$ cat config.mk
export PLATFORM = sky130hd
export DESIGN_NAME = cdc_sync_handshake
export DESIGN_NICKNAME = d
export VERILOG_FILES = /design/src/rtl/cdc_sync_handshake.sv
export SDC_FILE = /design/constraint.sdc
export NUM_CORES = 1
export LEC_CHECK = 0
export BUFFER_PORTS_ARGS = -buffer_cell sky130_fd_sc_hd__buf_2
export CAP_MARGIN = 0
export CORE_UTILIZATION = 50
export DETAILED_ROUTE_END_ITERATION = 8
export GPL_TIMING_DRIVEN = 1
export PLACE_DENSITY = 0.72
export SLEW_MARGIN = 20
export SYNTH_ARGS = -nofsm -noshare
export SYNTH_HDL_FRONTEND = slang
export SYNTH_SLANG_ARGS = --single-unit
$ cat constraint.sdc
create_clock -name clk -period 4.7 [get_ports clk]
set_input_delay 0.47 -clock clk [delete_from_list [all_inputs] [get_ports clk]]
set_output_delay 0.47 -clock clk [all_outputs]
set_load 0.01 [all_outputs]
$ cat src/rtl/cdc_sync_handshake.sv
// cdc_sync_handshake
//   Single-clock 4-phase req/ack buffer between a producer and a consumer.
//   The in_req and out_ack inputs are treated as asynchronous. Each one passes
//   through a SYNC_STAGES-flop synchronizer. Accepted words are held in a
//   BUFFER_DEPTH-entry FIFO and re-issued on the output handshake in order.
//
// Ports
//   clk       in   1           rising-edge clock
//   rst_n     in   1           asynchronous active-low reset
//   in_data   in   DATA_WIDTH  producer payload, stable from in_req rise to in_ack rise
//   in_req    in   1           producer request (4-phase)
//   in_ack    out  1           acknowledge to producer
//   out_data  out  DATA_WIDTH  payload to consumer, stable while out_req=1
//   out_req   out  1           request to consumer (4-phase)
//   out_ack   in   1           consumer acknowledge
//
// state    | meaning
// IN_IDLE  | waiting for in_req_s=1 with a free FIFO slot
// IN_ACK   | word captured, in_ack=1, waiting for in_req_s=0
// OUT_IDLE | waiting for the FIFO to hold a word
// OUT_REQ  | head presented, out_req=1, waiting for out_ack_s=1
// OUT_WAIT | head popped, out_req=0, waiting for out_ack_s=0

module cdc_sync_handshake #(
  parameter int DATA_WIDTH   = 8,
  parameter int BUFFER_DEPTH = 10,
  parameter int SYNC_STAGES  = 2
) (
  input  logic                  clk,
  input  logic                  rst_n,
  input  logic [DATA_WIDTH-1:0] in_data,
  input  logic                  in_req,
  output logic                  in_ack,
  output logic [DATA_WIDTH-1:0] out_data,
  output logic                  out_req,
  input  logic                  out_ack
);

  localparam int PTR_W = (BUFFER_DEPTH > 1) ? $clog2(BUFFER_DEPTH) : 1;
  localparam int CNT_W = $clog2(BUFFER_DEPTH + 1);
  localparam logic [PTR_W-1:0] PTR_LAST = PTR_W'(BUFFER_DEPTH - 1);
  localparam logic [CNT_W-1:0] CNT_FULL = CNT_W'(BUFFER_DEPTH);

  typedef enum logic {IN_IDLE, IN_ACK} in_state_e;
  typedef enum logic [1:0] {OUT_IDLE, OUT_REQ, OUT_WAIT} out_state_e;

  logic [SYNC_STAGES-1:0] in_req_sync_q;
  logic [SYNC_STAGES-1:0] out_ack_sync_q;
  logic                   in_req_s;
  logic                   out_ack_s;

  logic [DATA_WIDTH-1:0]  mem_q [BUFFER_DEPTH];
  logic [PTR_W-1:0]       wr_ptr_q, wr_ptr_d;
  logic [PTR_W-1:0]       rd_ptr_q, rd_ptr_d;
  logic [CNT_W-1:0]       count_q, count_d;
  logic                   wr_en, rd_en;
  logic                   full, empty;

  in_state_e              in_state_q, in_state_d;
  out_state_e             out_state_q, out_state_d;
  logic                   in_ack_q, in_ack_d;
  logic                   out_req_q, out_req_d;
  logic [DATA_WIDTH-1:0]  out_data_q, out_data_d;

  // Synchronizers: the FSMs see only the last flop of each chain.
  always_ff @(posedge clk or negedge rst_n) begin
    if (!rst_n) begin
      in_req_sync_q  <= '0;
      out_ack_sync_q <= '0;
    end else begin
      in_req_sync_q  <= {in_req_sync_q[SYNC_STAGES-2:0], in_req};
      out_ack_sync_q <= {out_ack_sync_q[SYNC_STAGES-2:0], out_ack};
    end
  end

  assign in_req_s  = in_req_sync_q[SYNC_STAGES-1];
  assign out_ack_s = out_ack_sync_q[SYNC_STAGES-1];

  assign full  = (count_q == CNT_FULL);
  assign empty = (count_q == '0);

  // Input FSM: a write happens only from IN_IDLE with a free slot, so a full
  // FIFO holds the producer off until the consumer pops.
  always_comb begin
    in_state_d = in_state_q;
    in_ack_d   = in_ack_q;
    wr_en      = 1'b0;
    case (in_state_q)
      IN_IDLE: begin
        if (in_req_s && !full) begin
          wr_en      = 1'b1;
          in_ack_d   = 1'b1;
          in_state_d = IN_ACK;
        end
      end
      IN_ACK: begin
        if (!in_req_s) begin
          in_ack_d   = 1'b0;
          in_state_d = IN_IDLE;
        end
      end
      default: begin
        in_ack_d   = 1'b0;
        in_state_d = IN_IDLE;
      end
    endcase
  end

  // Output FSM: the head stays in the FIFO while presented. It is popped
  // only when the consumer acknowledges it.
  always_comb begin
    out_state_d = out_state_q;
    out_req_d   = out_req_q;
    out_data_d  = out_data_q;
    rd_en       = 1'b0;
    case (out_state_q)
      OUT_IDLE: begin
        if (!empty) begin
          out_data_d  = mem_q[rd_ptr_q];
          out_req_d   = 1'b1;
          out_state_d = OUT_REQ;
        end
      end
      OUT_REQ: begin
        if (out_ack_s) begin
          out_req_d   = 1'b0;
          rd_en       = 1'b1;
          out_state_d = OUT_WAIT;
        end
      end
      OUT_WAIT: begin
        if (!out_ack_s) out_state_d = OUT_IDLE;
      end
      default: begin
        out_req_d   = 1'b0;
        out_state_d = OUT_IDLE;
      end
    endcase
  end

  // Pointer and count update. The depth need not be a power of two, so the
  // pointers wrap explicitly.
  always_comb begin
    wr_ptr_d = wr_ptr_q;
    rd_ptr_d = rd_ptr_q;
    count_d  = count_q;
    if (wr_en) wr_ptr_d = (wr_ptr_q == PTR_LAST) ? '0 : wr_ptr_q + PTR_W'(1);
    if (rd_en) rd_ptr_d = (rd_ptr_q == PTR_LAST) ? '0 : rd_ptr_q + PTR_W'(1);
    case ({wr_en, rd_en})
      2'b10:   count_d = count_q + CNT_W'(1);
      2'b01:   count_d = count_q - CNT_W'(1);
      default: count_d = count_q;
    endcase
  end

  always_ff @(posedge clk or negedge rst_n) begin
    if (!rst_n) begin
      in_state_q  <= IN_IDLE;
      out_state_q <= OUT_IDLE;
      in_ack_q    <= 1'b0;
      out_req_q   <= 1'b0;
      out_data_q  <= '0;
      wr_ptr_q    <= '0;
      rd_ptr_q    <= '0;
      count_q     <= '0;
    end else begin
      in_state_q  <= in_state_d;
      out_state_q <= out_state_d;
      in_ack_q    <= in_ack_d;
      out_req_q   <= out_req_d;
      out_data_q  <= out_data_d;
      wr_ptr_q    <= wr_ptr_d;
      rd_ptr_q    <= rd_ptr_d;
      count_q     <= count_d;
    end
  end

  // Storage needs no reset. The pointers and count define which entries hold data.
  always_ff @(posedge clk) begin
    if (wr_en) mem_q[wr_ptr_q] <= in_data;
  end

  assign in_ack   = in_ack_q;
  assign out_req  = out_req_q;
  assign out_data = out_data_q;

endmodule

==> summary.txt, run 1 <==
drc violations: 0
Buf/Inv on CP: 1
post-synth top area share: 54.8%
Main synth FF type: edfxtp_1
WL/cell: 19.3 um
Starting Density: 52.6%
Critical Path End Type: flop
Critical Path RT: 4.71 ns
Via-to-Cell Ratio: 5.64
Post-CTS Hold Buffers: 0
Detail Route Antenna Nets: 0
fin crit share: 54.4%
RSZ-0062 raised after global routing: no
minimum clock period: 2.56 ns
actual slew at the worst max-slew pin: 1.03 ns
worst slack, placed: 2.13 ns
worst path cell trace: nand4bb_1, nor3b_4, inv_2, or3_4, nor2_1
# port buffers: 21
initial antenna violation count: 0
vias: 2228
Avg Cell Area, Syn: 16.9 um^2
sequential area share after synthesis: 71.3%
top cell type by total area after synthesis: edfxtp_1
P_int: 1780 uW
diode count: 0
TritonRoute pass-1 iters: 4
I/O pin cnt: 22
EDFF count, synth: 80
Final Setup Violations: 0
setup TNS: 0 ns
combinational share of power: 26.9%
P per Cell Area: 560 nW/um^2
syn nets: 275
setup slack after layout: 2.14 ns
Slew Limit Fails: 0
first-pass GRT wire length: 12.0 mm
Peak Freq: 391 MHz
core area: 8340 um^2
worst hold path type: in2async
number of H-tree levels: 3
Worst Skew: 0.0118 ns
slowest stage delay, CP: 0.68 ns
die width: 95.7 um
Setup Buffers After CTS: 0
Yosys cell types: 40
CTS tree: done
num rows: 33
largest net degree at the start of global routing: 30
Rel. slew slack: 30.8%
CTS root buffer: clkbuf_8
CP top delay family: simple AND/OR/NAND/NOR gates
1st-iter DRT viols: 107
Worst Path Arrival: 2.56 ns
area of the die: 9150 um^2
routed wire length: 7.64 mm
CTS clock-pin slew for the worst setup and hold paths: 0.11 ns
Mapped Cells: 260
CP Class: reg2reg
synth cell count leaders: edfxtp_1 (80), dfrtp_1 (29), nand2_1 (23), nor2_1 (15), mux4_2 (14)
CP Launch Type: flop
synth-to-layout area growth: 9.27%
synth top area cells: edfxtp_1 (55%), dfrtp_1 (17%), mux4_2 (7.2%)
sw power: 898 uW
Lkg Pwr: 0.00172 uW
Flop pwr share: 52.3%
Worst path slowest cell: nor2_1
Netlist Area Pre-Place: 4390 um^2
gp weighted congestion: 0.771
fraction of layout cells with a size suffix above 1: 24.5%
MaxCap Viol Count: 0
Fillers: 664
Power, Total: 2680 uW
crit-path max FO: 8
clock buffer depth: 2
Hold Slack: 0.109 ns
number of global-route vias before repair: 2197
nets: 300
clock share of power: 20.9%
die span in y: 95.7 um
sw frac: 33.5%
CTS Sinks: 109
Max IR drop VDD: 0.243 mV
Ys Warns: 0
total CTS buffers: 9
top-count cell post-synth: edfxtp_1
outcome: finished, final reports clean
Skew-Pair Late Insertion Delay: 0.38 ns
total track usage: 19.0%
post_cts resized: 0
Hold Fails Final Rpt: 0
Async S/R FF share, synth: 26.6%
Seq cells post-synth: 109
DP Wirelength: 4.88 mm
Congestion Overflow GR: 0
## stage by stage
stage                     util (%)  area, um^2  cells
final                         57.5        4790    395
after global routing          57.5        4790    395
after CTS                     57.5        4790    395
after detailed placement      55.0        4590    379
after global placement        55.0        4590    379
after floorplan                  -        4390    260
## state kept, by name, summed over array words and instances, names as in the netlist
| name | count |
|---|---|
| mem_q | 80 |
| out_data | 8 |
| in_req_sync_q | 2 |
| rd_ptr_q | 4 |
| wr_ptr_q | 4 |
| in_ack | 1 |
| out_req | 1 |
| count_q | 4 |
| out_state_q | 2 |
| out_ack_sync_q | 2 |
| in_state_q | 1 |
## cell type report
type | count | area [um^2] | area share [%]
flip-flops and latches | 109 | 3130 | 65.3
multi-input cells | 138 | 1190 | 24.8
repair buffers | 25 | 135 | 2.82
well taps | 105 | 131 | 2.74
clock buffers | 9 | 124 | 2.58
clock inverters | 7 | 78.8 | 1.64
inverters | 2 | 7.51 | 0.157
## cell families after synthesis
| kind of cell | Yosys count | synth area share (%) |
|---|---|---|
| flip-flops | 109 | 71.3 |
| AND/OR/NAND/NOR | 64 | 7.67 |
| multiplexers | 34 | 12.8 |
| AO/OA/AOI/OAI | 27 | 3.68 |
| buffers and inverters | 13 | 1.71 |
| XOR/XNOR | 10 | 2.00 |
| adder cells (fa/ha/maj) | 3 | 0.856 |
## placed cells by master, fill, tap and decap left out, types with 2 or more instances in the layout
cell type	instances
nor3_2	2
nor3_1	2
mux4_2	14
edfxtp_1	80
nand4b_1	2
o21ai_0	6
clkinv_8	2
dfrtp_1	29
nor3b_1	2
nor2b_1	4
o21ai_1	13
nand2b_1	5
mux2i_1	8
xnor2_1	3
nand3_1	2
nor2_1	15
nand2_1	23
buf_2	21
a21oi_1	3
buf_4	4
xor2_1	7
clkbuf_8	9
ha_1	3
mux2_2	10
inv_6	3
mux4_1	2
## power groups by stage
stage	Clock [uW]	Sequential, uW	Combinational [uW]
floorplan	0	1290	664
CTS	571	1400	734
detailed placement	0	1430	729
global placement	0	1410	714
global route	609	1430	802
finish	559	1400	721
## routing by layer
layer / wire length [um] / GRT usage, %
met5: 0 / 0
met4: 140 / 7.09
met3: 364 / 5.66
met2: 3830 / 31.3
met1: 3300 / 23.9
## path summary, 6_finish.rpt
kind	cells past startpoint	slack, ns	endpoint	startpoint
max in group asynchronous	1	4.16	out_data[0]	rst_n
worst max register to register	5	2.14	mem_q[1][2]	count_q[0]
worst max-delay path	5	2.14	mem_q[1][2]	count_q[0]
worst min-delay path	1	0.11	in_req_sync_q[0]	rst_n
worst min register to register	0	0.36	in_req_sync_q[1]	in_req_sync_q[0]
min in group clk	1	0.19	in_req_sync_q[0]	in_req
## worst reg2reg max path: stages (launching register included)
cell	delay, ns
dfrtp_1	0.49
nand4bb_1	0.24
nor3b_4	0.29
inv_2	0.13
or3_4	0.37
nor2_1	0.68
Power figures use the tool's default switching activity.
==> run 2, diff against run 1 <==
Clock period 4.7 ns to 2.5 ns, I/O delays scaled along.
==> run 2 against run 1 <==
Net effect: setup slack got worse by 2.0 ns; die area unchanged; sequential cell count is the same; clock power is 82% higher; critical path type unchanged; highest routed layer unchanged.
==> summary.txt, run 2 (synthesis gave the netlist of run 1 again) <==
RSZ-0062 raised after global routing: no
Placement Cell Area: 4660 um^2 (+1.5%)
Max IR drop VDD: 0.332 mV (+36%)
Lkg Pwr: 0.00177 uW (+3.2%)
WL/cell: 16.6 um (-14%)
Peak Freq: 429 MHz (+9.8%)
commonest cells after routing, fill and taps aside: edfxtp_1 (80), dfrtp_1 (27), nand2_1 (23), buf_2 (21), nor2_1 (15)
fraction of layout cells with a size suffix above 1: 27.1% (+2.6 points)
Hold Fails Final Rpt: 0 (unchanged)
CTS Sinks: 109 (unchanged)
register area: 3130 um^2 (about the same)
area of the die: 9150 um^2 (unchanged)
worst hold path type: in2reg
Slew Limit Fails: 0 (unchanged)
# port buffers: 21 (unchanged)
Via-to-Cell Ratio: 5.39 (-4.4%)
Critical Path RT: 2.76 ns (-1.95 ns)
die width: 95.7 um (unchanged)
largest net degree at the start of global routing: 30 (unchanged)
setup slack after layout: 0.172 ns (-1.97 ns)
Worst Path Arrival: 2.59 ns (+0.03 ns)
Skew-Pair Late Insertion Delay: 0.36 ns (-0.02 ns)
CTS clock-pin slew for the worst setup and hold paths: 0.11 ns (about the same)
number of global-route vias before repair: 2150 (-2.1%)
Detail Route Antenna Nets: 0 (unchanged)
Largest Register: mem_q
total track usage: 16.9% (-2.1 points)
initial antenna violation count: 0 (unchanged)
TritonRoute pass-1 iters: 4 (unchanged)
Critical Path End Type: flop
CP top delay family: simple AND/OR/NAND/NOR gates
vias: 2201 (-1.2%)
diode count: 0 (unchanged)
I/O pin cnt: 22 (unchanged)
synth-to-layout area growth: 11.5%
Worst path slowest cell: dfrtp_1
area of the multi-input gates: 1180 um^2 (-0.42%)
core area: 8340 um^2 (unchanged)
DP Wirelength: 4.56 mm (-6.6%)
minimum clock period: 2.33 ns (-0.228 ns)
MaxCap Viol Count: 0 (unchanged)
worst slack, placed: 0.130 ns (-2.00 ns)
slowest stage delay, CP: 0.47 ns (-0.21 ns)
CTS root buffer: clkbuf_8
nets: 313 (+4.3%)
gp weighted congestion: 0.741 (-3.8%)
setup TNS: 0 ns (unchanged)
first-pass GRT wire length: 11.0 mm (-8.6%)
CP Launch Type: flop
Rel. slew slack: 58.3% (+28 points)
clock buffer depth: 2 (unchanged)
total CTS buffers: 9 (unchanged)
fin crit share: 93.1% (+39 points)
Worst Skew: 0.0107 ns (-0.00107 ns)
worst path cell trace: nand4bb_1, nor3b_4, inv_2, ha_1, xor2_1, ha_1, a21oi_1, xor2_1, nor2_1, xor2_1
reg-to-reg slack, setup: 0.17 ns (-1.97 ns)
die span in y: 95.7 um (unchanged)
design area: 4890 um^2 (+2.0%)
Placed Cells: 389 (+2.6%)
outcome: finished, final reports clean
P per Cell Area: 1030 nW/um^2 (+83%)
num rows: 33 (unchanged)
actual slew at the worst max-slew pin: 0.625 ns (-0.409 ns)
Congestion Overflow GR: 0 (unchanged)
CP Class: reg2reg
commonest non-fill, non-tap cell in the layout: edfxtp_1
Final Setup Violations: 0 (unchanged)
CTS tree: done
Finished Layout Cells: 408 (+3.3%)
Fillers: 626 (-5.7%)
routed wire length: 6.77 mm (-11%)
max reg flops: 80 (unchanged)
Setup Buffers After CTS: 0 (unchanged)
crit-path max FO: 7 (-1)
drc violations: 0 (unchanged)
most frequent CP cell: xor2_1
1st-iter DRT viols: 85 (-21%)
number of H-tree levels: 3 (unchanged)
Buf/Inv on CP: 1 (unchanged)
Starting Density: 52.6% (unchanged)
## run 2: final timing paths
kind,to,start,depth (start not counted)
max reg2reg,count_q[2],count_q[1],10
min reg2reg,in_req_sync_q[1],in_req_sync_q[0],0
min in group asynchronous,count_q[3],rst_n,2
max in group asynchronous,count_q[0],rst_n,2
max,count_q[2],count_q[1],10
min,mem_q[9][2],in_data[2],1
## run 2: worst register-to-register path, cell delays in order (launching register included)
cell and delay, ns:
dfrtp_1 0.47, nand4bb_1 0.22, nor3b_4 0.28, inv_2 0.11, ha_1 0.29, xor2_1 0.17, ha_1 0.18, a21oi_1 0.15
xor2_1 0.16, nor2_1 0.06, xor2_1 0.14
## run 2: what timing repair did
action,4_1_cts,5_1_grt
hold buffers,3,0
setup endpoints to repair,0,1
resized for setup,0,2
endpoints found under the hold margin,31,0
## run 2: final cells by class
class	instances	share of cell area, %
Timing Repair Buffer	38	4.91
Inverter	2	0.153
Sequential cell	109	64.0
Clock buffer	9	2.53
Clock inverter	7	1.51
Multi-Input combinational cell	138	24.2
Tap cell	105	2.69
## run 2: layer usage
| layer | global-route usage, % | up-vias | part of all wire, % |
|---|---|---|---|
| met5 | 0 | - | 0 |
| met4 | 8.21 | 0 | 1.8 |
| met3 | 2.63 | 9 | 3.8 |
| met2 | 26.1 | 49 | 48 |
| met1 | 23.6 | 1084 | 47 |
| li1 | - | 1059 | - |
## run 2: report_power, final
group	internal [uW]	switching [uW]
combinational	776	731
clock	395	628
sequential	2210	279
total	3380	1640
## run 2: metrics by stage
stage / total power, uW / hold slack, ns / utilization [%]
floorplan: 3680 / -0.0456 / -
global placement: 4010 / 0.301 / 55.9
detailed placement: 4050 / 0.315 / 55.9
CTS: 5080 / 0.178 / 58.6
global route: 5360 / 0.188 / 58.6
finish: 5020 / 0.185 / 58.6
==> run 3, diff against run 2 <==
Settings changed: MAX_ROUTING_LAYER set to met4.
==> run 3 against run 2 <==
Net effect: sequential cell count stayed put; sequential share of layout area stayed put; sequential power about the same; utilization stayed put; critical path depth unchanged; global-route usage up 0.58 points; clock-buffer cell count unchanged; setup slack is essentially flat; worst hold slack about the same; largest power group unchanged.
==> summary.txt, run 3 (synthesis gave the netlist of run 1 again) <==
CTS clock-pin slew for the worst setup and hold paths: 0.11 ns (about the same)
max reg flops: 80 (unchanged)
reg-to-reg slack, setup: 0.17 ns (about the same)
WL/cell: 16.9 um (+1.5%)
clock share of power: 20.3% (about the same)
fraction of layout cells with a size suffix above 1: 27.1% (unchanged)
Peak Freq: 429 MHz (about the same)
Slew Limit Fails: 0 (unchanged)
total CTS buffers: 9 (unchanged)
CTS tree: done
commonest non-fill, non-tap cell in the layout: edfxtp_1
largest net degree at the start of global routing: 30 (unchanged)
setup TNS: 0 ns (unchanged)
sw power: 1640 uW (+0.31%)
nets: 313 (unchanged)
clock buffer depth: 2 (unchanged)
CTS root buffer: clkbuf_8
DP Wirelength: 4.56 mm (unchanged)
design area: 4890 um^2 (unchanged)
Hold Fails Final Rpt: 0 (unchanged)
Critical R2R Capture: count_q[2]
die span in y: 95.7 um (unchanged)
outcome: finished, final reports clean
worst hold path type: in2reg
Lkg Pwr: 0.00177 uW (unchanged)
gp weighted congestion: 0.751 (+1.2%)
first-pass GRT wire length: 11.0 mm (+0.45%)
synth-to-layout area growth: 11.5% (unchanged)
# port buffers: 21 (unchanged)
Worst Skew: 0.0101 ns (-0.000590 ns)
Rel. slew slack: 58.1% (-0.28 points)
Congestion Overflow GR: 0 (unchanged)
area of the die: 9150 um^2 (unchanged)
Worst Path Arrival: 2.58 ns (about the same)
P per Cell Area: 1030 nW/um^2 (+0.10%)
combinational share of power: 30.1% (about the same)
Largest Register: mem_q
Max IR drop VDD: 0.330 mV (-0.53%)
number of global-route vias before repair: 2139 (-0.51%)
P_int: 3380 uW (about the same)
minimum clock period: 2.33 ns (+0.000495 ns)
CTS Sinks: 109 (unchanged)
num rows: 33 (unchanged)
worst r2r src: count_q[1]
CP Class: reg2reg
total track usage: 17.5% (+0.58 points)
core area: 8340 um^2 (unchanged)
I/O pin cnt: 22 (unchanged)
Fillers: 626 (unchanged)
Flop pwr share: 49.6% (about the same)
actual slew at the worst max-slew pin: 0.629 ns (+0.00423 ns)
sw frac: 32.7% (+0.067 points)
Skew-Pair Late Insertion Delay: 0.36 ns (about the same)
Critical Path Sink: count_q[2]
Final Setup Violations: 0 (unchanged)
1st-iter DRT viols: 89 (+4.7%)
worst reg-to-reg path cell count: 10 (unchanged)
drc violations: 0 (unchanged)
Placement Cell Area: 4660 um^2 (unchanged)
Detail Route Antenna Nets: 0 (unchanged)
CP startpoint: count_q[1]
Setup Buffers After CTS: 0 (unchanged)
diode count: 0 (unchanged)
commonest cells after routing, fill and taps aside: edfxtp_1 (80), dfrtp_1 (27), nand2_1 (23), buf_2 (21), nor2_1 (15)
crit-path max FO: 7 (unchanged)
die width: 95.7 um (unchanged)
CP Launch Type: flop
Via-to-Cell Ratio: 5.46 (+1.2%)
TritonRoute pass-1 iters: 4 (unchanged)
initial antenna violation count: 0 (unchanged)
MaxCap Viol Count: 0 (unchanged)
Critical Path End Type: flop
number of H-tree levels: 3 (unchanged)
vias: 2227 (+1.2%)
routed wire length: 6.88 mm (+1.5%)
fin crit share: 93.2% (about the same)
Starting Density: 52.6% (unchanged)
Critical Path RT: 2.75 ns (about the same)
RSZ-0062 raised after global routing: no
[run 3: timing repair]
| action | CTS | global route |
|---|---|---|
| hold buffers | 3 | 0 |
| setup endpoints to repair | 0 | 1 |
| resized for setup | 0 | 2 |
| endpoints found under the hold margin | 31 | 0 |
[run 3: stage by stage]
| stage | std cells | setup WS, ns | total power [uW] | hold WS (ns) | utilization [%] |
|---|---|---|---|---|---|
| finish | 408 | 0.171 | 5020 | 0.186 | 58.6 |
| global route | 408 | 0.0198 | 5360 | 0.184 | 58.6 |
| CTS | 408 | 0.125 | 5080 | 0.178 | 58.6 |
| detailed placement | 389 | 0.130 | 4050 | 0.315 | 55.9 |
| global placement | 389 | 0.225 | 4010 | 0.301 | 55.9 |
| floorplan | 260 | 0.259 | 3680 | -0.0456 | - |
[run 3: cell type report]
type	instances	area, um^2	area share, %
inverter	2	7.51	0.153
timing repair buffer	38	240	4.91
sequential	109	3130	64.0
tap	105	131	2.69
clock inverter	7	73.8	1.51
clock buffer	9	124	2.53
multi-input combinational	138	1180	24.2
[run 3: worst min-delay path by stage]
stage | to | from | slack, ns | cells past startpoint
5_1_grt | mem_q[9][1] | in_data[1] | 0.18 | 1
6_report | mem_q[8][2] | in_data[2] | 0.19 | 1
4_1_cts | mem_q[9][2] | in_data[2] | 0.18 | 1
3_3_place_gp | in_req_sync_q[0] | rst_n | 0.30 | 1
2_1_floorplan | count_q[0] | rst_n | -0.05 | 0
3_5_place_dp | in_req_sync_q[0] | rst_n | 0.32 | 1
[run 3: power groups by stage]
stage / logic [uW] / clock network [uW] / registers (uW)
3_3_place_gp: 1500 / 0 / 2510
5_1_grt: 1690 / 1130 / 2540
3_5_place_dp: 1520 / 0 / 2530
2_1_floorplan: 1250 / 0 / 2430
4_1_cts: 1530 / 1050 / 2490
6_report: 1510 / 1020 / 2490
[run 3: routing by layer]
| layer | global-route usage [%] | wire length, um |
|---|---|---|
| met5 | - | 0 |
| met4 | 8.21 | 109 |
| met3 | 2.87 | 201 |
| met2 | 26.2 | 3290 |
| met1 | 23.6 | 3280 |
[run 3: worst max-delay path, stage by stage (launching register included)]
cell and delay [ns]:
dfrtp_1 0.47, nand4bb_1 0.22, nor3b_4 0.28, inv_2 0.11
ha_1 0.29, xor2_1 0.17, ha_1 0.18, a21oi_1 0.15
xor2_1 0.15, nor2_1 0.06, xor2_1 0.14
